### src/rtl/alu_pkg.sv
// Shared definitions for the ALU request arbiter and its 4-bit ALU core.
package alu_pkg;

    localparam int unsigned OPND_W = 4;
    localparam int unsigned RES_W  = 8;

    localparam logic [2:0] OP_ADD = 3'b000;
    localparam logic [2:0] OP_SUB = 3'b001;
    localparam logic [2:0] OP_AND = 3'b010;
    localparam logic [2:0] OP_OR  = 3'b011;
    localparam logic [2:0] OP_XOR = 3'b100;
    localparam logic [2:0] OP_NOT = 3'b101;
    localparam logic [2:0] OP_SHR = 3'b110;
    localparam logic [2:0] OP_SHL = 3'b111;

    typedef enum logic [1:0] {
        S_IDLE = 2'd0,
        S_EXEC = 2'd1,
        S_RESP = 2'd2
    } state_e;

    // Request as captured at the grant handshake.
    typedef struct packed {
        logic [OPND_W-1:0] a;
        logic [OPND_W-1:0] b;
        logic [2:0]        op;
        logic              id;
    } req_t;

endpackage

### src/rtl/alu_req_arbiter_if.sv
// Two request channels and one tagged response channel around the shared ALU.
interface alu_req_arbiter_if;
    import alu_pkg::*;

    logic              req0_valid;
    logic              req0_ready;
    logic [OPND_W-1:0] req0_a;
    logic [OPND_W-1:0] req0_b;
    logic [2:0]        req0_op;

    logic              req1_valid;
    logic              req1_ready;
    logic [OPND_W-1:0] req1_a;
    logic [OPND_W-1:0] req1_b;
    logic [2:0]        req1_op;

    logic              rsp_valid;
    logic              rsp_ready;
    logic              rsp_id;
    logic [RES_W-1:0]  rsp_data;

    // Requesters and response consumer.
    modport master (
        output req0_valid, req0_a, req0_b, req0_op,
        output req1_valid, req1_a, req1_b, req1_op,
        output rsp_ready,
        input  req0_ready, req1_ready, rsp_valid, rsp_id, rsp_data
    );

    // Arbiter.
    modport slave (
        input  req0_valid, req0_a, req0_b, req0_op,
        input  req1_valid, req1_a, req1_b, req1_op,
        input  rsp_ready,
        output req0_ready, req1_ready, rsp_valid, rsp_id, rsp_data
    );

endinterface

### src/rtl/alu4_core.sv
// Combinational 4-bit ALU; operands zero-extended, result truncated to 8 bits.
module alu4_core
    import alu_pkg::*;
(
    input  logic [OPND_W-1:0] a,
    input  logic [OPND_W-1:0] b,
    input  logic [2:0]        op,
    output logic [RES_W-1:0]  y
);

    logic [RES_W-1:0] a_x;
    logic [RES_W-1:0] b_x;

    assign a_x = {{(RES_W-OPND_W){1'b0}}, a};
    assign b_x = {{(RES_W-OPND_W){1'b0}}, b};

    // Opcode decode.
    always_comb begin
        y = '0;
        unique case (op)
            OP_ADD:  y = a_x + b_x;
            OP_SUB:  y = a_x - b_x;
            OP_AND:  y = a_x & b_x;
            OP_OR:   y = a_x | b_x;
            OP_XOR:  y = a_x ^ b_x;
            OP_NOT:  y = ~a_x;
            OP_SHR:  y = a_x >> 1;
            OP_SHL:  y = a_x << 1;
            default: y = '0;
        endcase
    end

endmodule

### src/rtl/alu_req_arbiter.sv
// Round-robin arbiter sequencing two requesters through one ALU core.
module alu_req_arbiter
    import alu_pkg::*;
#(
    parameter int unsigned CNT_W = 8
) (
    input  logic             clk,
    input  logic             rst,
    alu_req_arbiter_if.slave bus,
    output logic [CNT_W-1:0] done_cnt0,
    output logic [CNT_W-1:0] done_cnt1,
    output logic             busy
);

    state_e           state_q, state_d;
    req_t             req_q, req_d;
    logic             last_grant_q, last_grant_d;
    logic             rsp_valid_q, rsp_valid_d;
    logic             rsp_id_q, rsp_id_d;
    logic [RES_W-1:0] rsp_data_q, rsp_data_d;
    logic [CNT_W-1:0] cnt0_q, cnt0_d;
    logic [CNT_W-1:0] cnt1_q, cnt1_d;

    logic             grant_id;
    logic             grant0;
    logic             grant1;
    logic [RES_W-1:0] alu_y;

    alu4_core u_alu (
        .a  (req_q.a),
        .b  (req_q.b),
        .op (req_q.op),
        .y  (alu_y)
    );

    // Grant choice: sole requester wins, a tie goes to whoever did not win last.
    always_comb begin
        grant_id = 1'b0;
        if (bus.req0_valid && bus.req1_valid) begin
            grant_id = ~last_grant_q;
        end else if (bus.req1_valid) begin
            grant_id = 1'b1;
        end
        grant0 = bus.req0_valid && !grant_id;
        grant1 = bus.req1_valid && grant_id;
    end

    // Next-state, handshake and response sequencing.
    always_comb begin
        state_d        = state_q;
        req_d          = req_q;
        last_grant_d   = last_grant_q;
        rsp_valid_d    = rsp_valid_q;
        rsp_id_d       = rsp_id_q;
        rsp_data_d     = rsp_data_q;
        cnt0_d         = cnt0_q;
        cnt1_d         = cnt1_q;
        bus.req0_ready = 1'b0;
        bus.req1_ready = 1'b0;
        unique case (state_q)
            S_IDLE: begin
                bus.req0_ready = grant0;
                bus.req1_ready = grant1;
                if (grant0 || grant1) begin
                    req_d.a      = grant_id ? bus.req1_a  : bus.req0_a;
                    req_d.b      = grant_id ? bus.req1_b  : bus.req0_b;
                    req_d.op     = grant_id ? bus.req1_op : bus.req0_op;
                    req_d.id     = grant_id;
                    last_grant_d = grant_id;
                    state_d      = S_EXEC;
                end
            end
            S_EXEC: begin
                rsp_data_d  = alu_y;
                rsp_id_d    = req_q.id;
                rsp_valid_d = 1'b1;
                state_d     = S_RESP;
            end
            S_RESP: begin
                if (bus.rsp_ready) begin
                    rsp_valid_d = 1'b0;
                    if (rsp_id_q) begin
                        cnt1_d = cnt1_q + 1'b1;
                    end else begin
                        cnt0_d = cnt0_q + 1'b1;
                    end
                    state_d = S_IDLE;
                end
            end
            default: state_d = S_IDLE;
        endcase
    end

    // State registers with synchronous reset.
    always_ff @(posedge clk) begin
        if (rst) begin
            state_q      <= S_IDLE;
            req_q        <= '0;
            last_grant_q <= 1'b1;
            rsp_valid_q  <= 1'b0;
            rsp_id_q     <= 1'b0;
            rsp_data_q   <= '0;
            cnt0_q       <= '0;
            cnt1_q       <= '0;
        end else begin
            state_q      <= state_d;
            req_q        <= req_d;
            last_grant_q <= last_grant_d;
            rsp_valid_q  <= rsp_valid_d;
            rsp_id_q     <= rsp_id_d;
            rsp_data_q   <= rsp_data_d;
            cnt0_q       <= cnt0_d;
            cnt1_q       <= cnt1_d;
        end
    end

    assign bus.rsp_valid = rsp_valid_q;
    assign bus.rsp_id    = rsp_id_q;
    assign bus.rsp_data  = rsp_data_q;
    assign done_cnt0     = cnt0_q;
    assign done_cnt1     = cnt1_q;
    assign busy          = (state_q != S_IDLE);

endmodule

### src/flat_wrapper.sv
// flat-port wrapper written by rule: the top's interface ports become plain ports
module alu_req_arbiter_flat import alu_pkg::*;
#(
    parameter int unsigned CNT_W = 8
)
  (clk, rst, done_cnt0, done_cnt1, busy, bus_req0_valid, bus_req0_a, bus_req0_b, bus_req0_op, bus_req1_valid, bus_req1_a, bus_req1_b, bus_req1_op, bus_rsp_ready, bus_req0_ready, bus_req1_ready, bus_rsp_valid, bus_rsp_id, bus_rsp_data);
  alu_req_arbiter_if bus_i ();
  input  logic clk;
  input  logic rst;
  output logic [CNT_W-1:0] done_cnt0;
  output logic [CNT_W-1:0] done_cnt1;
  output logic busy;
  input wire logic [$bits(bus_i.req0_valid)-1:0] bus_req0_valid;
  input wire logic [$bits(bus_i.req0_a)-1:0] bus_req0_a;
  input wire logic [$bits(bus_i.req0_b)-1:0] bus_req0_b;
  input wire logic [$bits(bus_i.req0_op)-1:0] bus_req0_op;
  input wire logic [$bits(bus_i.req1_valid)-1:0] bus_req1_valid;
  input wire logic [$bits(bus_i.req1_a)-1:0] bus_req1_a;
  input wire logic [$bits(bus_i.req1_b)-1:0] bus_req1_b;
  input wire logic [$bits(bus_i.req1_op)-1:0] bus_req1_op;
  input wire logic [$bits(bus_i.rsp_ready)-1:0] bus_rsp_ready;
  output wire logic [$bits(bus_i.req0_ready)-1:0] bus_req0_ready;
  output wire logic [$bits(bus_i.req1_ready)-1:0] bus_req1_ready;
  output wire logic [$bits(bus_i.rsp_valid)-1:0] bus_rsp_valid;
  output wire logic [$bits(bus_i.rsp_id)-1:0] bus_rsp_id;
  output wire logic [$bits(bus_i.rsp_data)-1:0] bus_rsp_data;
  assign bus_i.req0_valid = bus_req0_valid;
  assign bus_i.req0_a = bus_req0_a;
  assign bus_i.req0_b = bus_req0_b;
  assign bus_i.req0_op = bus_req0_op;
  assign bus_i.req1_valid = bus_req1_valid;
  assign bus_i.req1_a = bus_req1_a;
  assign bus_i.req1_b = bus_req1_b;
  assign bus_i.req1_op = bus_req1_op;
  assign bus_i.rsp_ready = bus_rsp_ready;
  assign bus_req0_ready = bus_i.req0_ready;
  assign bus_req1_ready = bus_i.req1_ready;
  assign bus_rsp_valid = bus_i.rsp_valid;
  assign bus_rsp_id = bus_i.rsp_id;
  assign bus_rsp_data = bus_i.rsp_data;
  alu_req_arbiter #(.CNT_W(CNT_W)) u_core (.clk(clk), .rst(rst), .bus(bus_i), .done_cnt0(done_cnt0), .done_cnt1(done_cnt1), .busy(busy));
endmodule
### config.mk
export PLATFORM = sky130hd
export DESIGN_NAME = alu_req_arbiter_flat
export DESIGN_NICKNAME = d
export VERILOG_FILES = /design/src/rtl/alu_pkg.sv /design/src/rtl/alu_req_arbiter_if.sv /design/src/rtl/alu4_core.sv /design/src/rtl/alu_req_arbiter.sv /design/src/flat_wrapper.sv
export SDC_FILE = /design/constraint.sdc
export NUM_CORES = 1
export LEC_CHECK = 0
export CAP_MARGIN = 20
export CORE_MARGIN = 2
export CORE_UTILIZATION = 40
export DETAILED_ROUTE_END_ITERATION = 6
export PLACE_DENSITY = 0.65
export SYNTH_ARGS = -nofsm -noshare
export SYNTH_HDL_FRONTEND = slang
export SYNTH_HIERARCHICAL = 1
export SYNTH_SLANG_ARGS = --single-unit
export TNS_END_PERCENT = 100
### constraint.sdc
create_clock -name clk -period 6.49 [get_ports clk]
set_clock_uncertainty 0.2 [all_clocks]
set_input_delay 0.649 -clock clk [delete_from_list [all_inputs] [get_ports clk]]
set_output_delay 0.649 -clock clk [all_outputs]
set_load 0.01 [all_outputs]
Word level (Yosys, flattened, before mapping)
Index checks and enable logic that the tools add are counted.

cells by class
  $add $sub $neg = 4
  equal/unequal tests = 11
  muxes and demuxes = 13
  bitwise operators = 6
  reductions and logical operators = 14

operator list
  operator             number
  $pmux 8 s8           1
  $add 8x1->8 const B  2
  $eq 3x3->1 const B   4
  $mux 4               2
  $not 4->8            1
  $eq 3x2->1 const B   2
  $pmux 2 s3           1
  $reduce_and 2->1     3
  $reduce_and 3->1     2
  $add 4x4->5          1
  $mux 1               5
  $sub 4x4->5          1
  $and 4x4->4          1
  $mux 2               2
  $or 4x4->4           1
  $reduce_bool 2->1    2
  $xor 4x4->4          1
  $eq 3x1->1 const B   1
  $logic_and 1x1->1    3
  $logic_not 3->1      1
  $mux 3               1
  $eq 2x1->1 const B   1
  $eq 2x2->1 const B   1
  $logic_not 2->1      1
  other kinds (6)      7

word-level totals
  register bits after elaboration = 41
  bits of input ports = 27
  output and inout port bits = 29

Depth between registers and ports, before layout
  depth in word-level cells = 7
  gate-level depth with buffers = 10

Hierarchy
The synthesis kept the hierarchy.

modules (own cells, without submodules)
  module           times used  cells each  area an instance (um2)  seq. area each (um2)
  alu_req_arbiter  1           200         1769.2                  820.8
  alu4_core        1           86          661.9                   0.0

Worst setup path after synthesis
Ideal clock, no wire load.

  path kind = input-to-output
  start point = input bus_req1_valid
  end point = output bus_req1_ready
  arrival time = 1.359 ns
  data required time = 5.641 ns
  setup slack = 4.282 ns
  cell stages on the path = 4
  path through = a21boi_2 > buf_2 > nand2_1 > inv_1

between the ends
  word-level cells in the longest chain between the ends = 4
  elaborated cells between the ends (all ways) = 5
  those cells by class = mux: 3; reduce/logical: 2

ends and longest elaborated chain
  item                                                RTL line                                      source
  start, declared                                     flat_wrapper.sv:17                            input wire logic [$bits(bus_i.req1_valid)-1:0] bus_req1_valid;
  $mux 1 / $logic_and 1x1->1 (equally long branches)  alu_req_arbiter.sv:41, alu_req_arbiter.sv:39
  $mux 1                                              alu_req_arbiter.sv:39                         if (bus.req0_valid && bus.req1_valid) begin
  $logic_and 1x1->1 *                                 alu_req_arbiter.sv:45                         grant1 = bus.req1_valid && grant_id;
  $mux 1 *                                            alu_req_arbiter.sv:60                         unique case (state_q)
  end, declared                                       flat_wrapper.sv:23                            output wire logic [$bits(bus_i.req1_ready)-1:0] bus_req1_ready;

Every way passes the cells marked *; elsewhere a longest branch is shown, timed or not.

Worst setup path in the final report
Ends and elaborated chain as after synthesis.

==> metrics.cfg <==
[status]
status = completed

[synth]
post_synth_main_area_contributors = sky130_fd_sc_hd__dfxtp_1 34%, sky130_fd_sc_hd__a21oi_1 8.9%, sky130_fd_sc_hd__ha_1 7.2%, sky130_fd_sc_hd__mux2i_1 5.4%, sky130_fd_sc_hd__nand2_1 4.2%
synth_fp_nets = 329
ys_warn_count = 6
ys_seq_area_frac = 0.338
yosys.area.top_type_share = 0.338
syn_inst = 286
yosys_cell_types = 53
synth_top_cell_by_area = sky130_fd_sc_hd__dfxtp_1
synthesis.area_per_instance_um2 = 8.50
post_synth_design_cell_area_um2 = 2430
synth_enable_flop_cells = 0
ys_ff_latch = 41
synth_async_reset_ratio = 0
leading_register_cell_type_out_of_synthesis = sky130_fd_sc_hd__dfxtp_1

[min_path]
hp-start = u_core/bus.rsp_data[6]
whs_endpoint = u_core/bus.rsp_data[6]
timing.hold.worst_path_depth = 2
timing.hold.worst.class = reg -> reg

[routing]
routed_wl_um = 5350
routed_wire_length_per_instance_um = 13.2
antenna_violating_nets_post_route = 0
via_count = 2168
drc_violation_total_after_the_first_tritonroute_iteration = 81
routed_via_density = 5.34
drt_first_pass_iters = 4
remaining_drc_errors = 0

[power]
peakVddDrop_uv = 136
power_leakage_nw = 1.12
power_density_nw_per_um2 = 217

[final_layout]
final_util = 0.525
ant_diodes = 0
finish.net_count = 373
mostFrequentLayoutCells = 55 x sky130_fd_sc_hd__clkdlybuf4s50_1, 43 x sky130_fd_sc_hd__a21oi_1, 41 x sky130_fd_sc_hd__dfxtp_1
ratio_of_cells_with_drive_above_1_in_the_final_layout = 0.0544
area.sequential_um2 = 821
fillers = 567
mostFrequentLayoutCell = sky130_fd_sc_hd__clkdlybuf4s50_1
area_taken_by_multi_input_logic_gates_um2 = 1440
syn_to_final_growth_pct = 27.1

[floorplan]
initial_cell_density_of_the_core = 0.413
num_rows = 28
fp.dieArea_um2 = 6720
die-width_um = 82.0
design.core.area_um2 = 5890
top_level_i_o_count = 56
die_height_um = 82.0

[timing]
worst_margin_slew_ps = 990
hold_violations = 0
finalSetupViolCount = 0
hold-worst-slack_ps = 258
max_clock_freq_ghz = 0.288
slew_viol_final = 0
min_period_ps = 3470
setup_tns_final_ps = 0
rsz0062_at_grt = no
finalWorstSetupSlack_ps = 3020
final.period_utilization = 0.534
relative_max_transition_margin = 0.338

[clocking]
cts_root_buffer = sky130_fd_sc_hd__clkbuf_8
clock_buffer_count_from_cts = 5
number_of_hold_buffers_added_after_cts = 0
cts.htree.levels = 2
ctsResizeCount = 0
clock_latency_ps = 280
tritoncts = done
clockBufferDepth = 2
worst_setup_hold_path_clk_slew_ps = 80
post_cts.repair.setup_buffers = 0
clock-sinks = 41

[setup_path]
cpLargestDelayFamily = buffers and inverters
timing.critical_path.cells = clkdlybuf4s50_1, a21boi_2, nand2_1, inv_1, clkdlybuf4s50_1
cpMaxStageDelayCell = sky130_fd_sc_hd__a21boi_2
r2r.worst_path.cells = 4
critPathArrivalTime_ps = 2620
worst_ep_required_time_ps = 5640
critical-path-max-stage-delay_ps = 690
worst_r2r_endpoint = u_core/req_q[8]
path_max_fanout = 13
cp.buffers_inverters = 3
worst_r2r_startpoint = u_core/state_q[1]
regToRegSetupSlack_ps = 3950
timing.setup.critical_path_class = in -> out
worst_setup_path_end_kind = primary output
cp_common_cell = sky130_fd_sc_hd__clkdlybuf4s50_1
crit_path_start_kind = primary input

[global_route]
grt_pass1_wl_um = 9090
vias_in_the_first_global_route = 2044
grt_antenna_before_repair = 0
largest_net_degree_at_the_start_of_global_routing = 42
grt_util_all_layers = 0.170
overflow = 0

[placement]
place.gp.congestion = 0.827
hpwlAfterDp_um = 3910
port-buffer-count = 55
placement_setup_slack_ps = 3030

[job]
max_cap_violations = 0

[worst register-to-register path: cells and delay by family, from the launching register on]
family,cells,cell delay (ps)
simple gates,2,1440
flops,1,390
buf+inv,1,200
compound gates,1,160
[power by group]
group	internal [W]	switching, W	total, W
clock	0.000125	0.0000828	0.000208
combinational	0.0000867	0.0000812	0.000168
sequential	0.000267	0.0000284	0.000296
total	0.000479	0.000192	0.000672
[state kept, by name (all words and copies together) (netlist names)]
register	cells
u_core/bus.rsp_id	1
u_core/state_q	2
u_core/req_q	12
u_core/done_cnt1	8
u_core/last_grant_q	1
u_core/bus.rsp_data	8
u_core/done_cnt0	8
u_core/bus.rsp_valid	1
[logic make-up (layout without fill, tap and decap cells)]
| kind of cell | count (synthesis) | after routing | synth area share |
|---|---|---|---|
| multiplexers | 15 | 15 | 0.0674 |
| XOR/XNOR | 3 | 3 | 0.0108 |
| flip-flops | 41 | 41 | 0.338 |
| adder cells (fa/ha/maj) | 16 | 16 | 0.0885 |
| AO/OA/AOI/OAI | 89 | 89 | 0.230 |
| buffers and inverters | 35 | 80 | 0.0695 |
| AND/OR/NAND/NOR | 87 | 87 | 0.196 |
[worst max path at each step]
stage              startpoint             end  cells past startpoint
3_5_place_dp   bus_req1_valid  bus_req1_ready                      5
2_1_floorplan  bus_req1_valid  bus_req1_ready                      4
5_1_grt        bus_req1_valid  bus_req1_ready                      5
4_1_cts        bus_req1_valid  bus_req1_ready                      5
3_3_place_gp   bus_req1_valid  bus_req1_ready                      5
6_report       bus_req1_valid  bus_req1_ready                      5
[metrics by stage]
step           total power, W  instances  instance area, um^2
3_5_place_dp         0.000470        398                 2970
3_3_place_gp         0.000466        398                 2970
4_1_cts              0.000677        406                 3090
2_1_floorplan        0.000418        286                 2430
5_1_grt              0.000710        406                 3090
6_report             0.000672        406                 3090
[layer usage]
layer  global-route usage  part of all wire
met1                0.231              0.51
met2                0.275              0.45
met3               0.0330             0.036
met4               0.0467            0.0090
met5                    0                 0
[synth_stat cells, types with 2 or more instances]
master and number:
sky130_fd_sc_hd__nand2_1 27, sky130_fd_sc_hd__nor3_1 4, sky130_fd_sc_hd__buf_2 3, sky130_fd_sc_hd__nand4_1 3, sky130_fd_sc_hd__o21a_1 3, sky130_fd_sc_hd__clkbuf_1 10
sky130_fd_sc_hd__or4_1 7, sky130_fd_sc_hd__inv_1 15, sky130_fd_sc_hd__a211oi_1 13, sky130_fd_sc_hd__o21ai_0 9, sky130_fd_sc_hd__dfxtp_1 41, sky130_fd_sc_hd__buf_4 2
sky130_fd_sc_hd__nor2_1 17, sky130_fd_sc_hd__o31ai_1 7, sky130_fd_sc_hd__or3_1 5, sky130_fd_sc_hd__fa_1 2, sky130_fd_sc_hd__buf_6 3, sky130_fd_sc_hd__nand2b_1 2
sky130_fd_sc_hd__ha_1 14, sky130_fd_sc_hd__xor2_1 2, sky130_fd_sc_hd__nand3_1 5, sky130_fd_sc_hd__a21oi_1 43, sky130_fd_sc_hd__nor2b_1 4, sky130_fd_sc_hd__mux2i_1 13
sky130_fd_sc_hd__a221o_1 2, sky130_fd_sc_hd__nand3b_1 3
[layout make-up]
class	instances	share of cell area
timing repair buffer	56	0.181
clock buffer	7	0.0279
inverter	16	0.0194
tap	75	0.0304
clock inverter	1	0.00972
multi-input combinational	210	0.466
sequential	41	0.266
(Power assumes the default switching activity.)
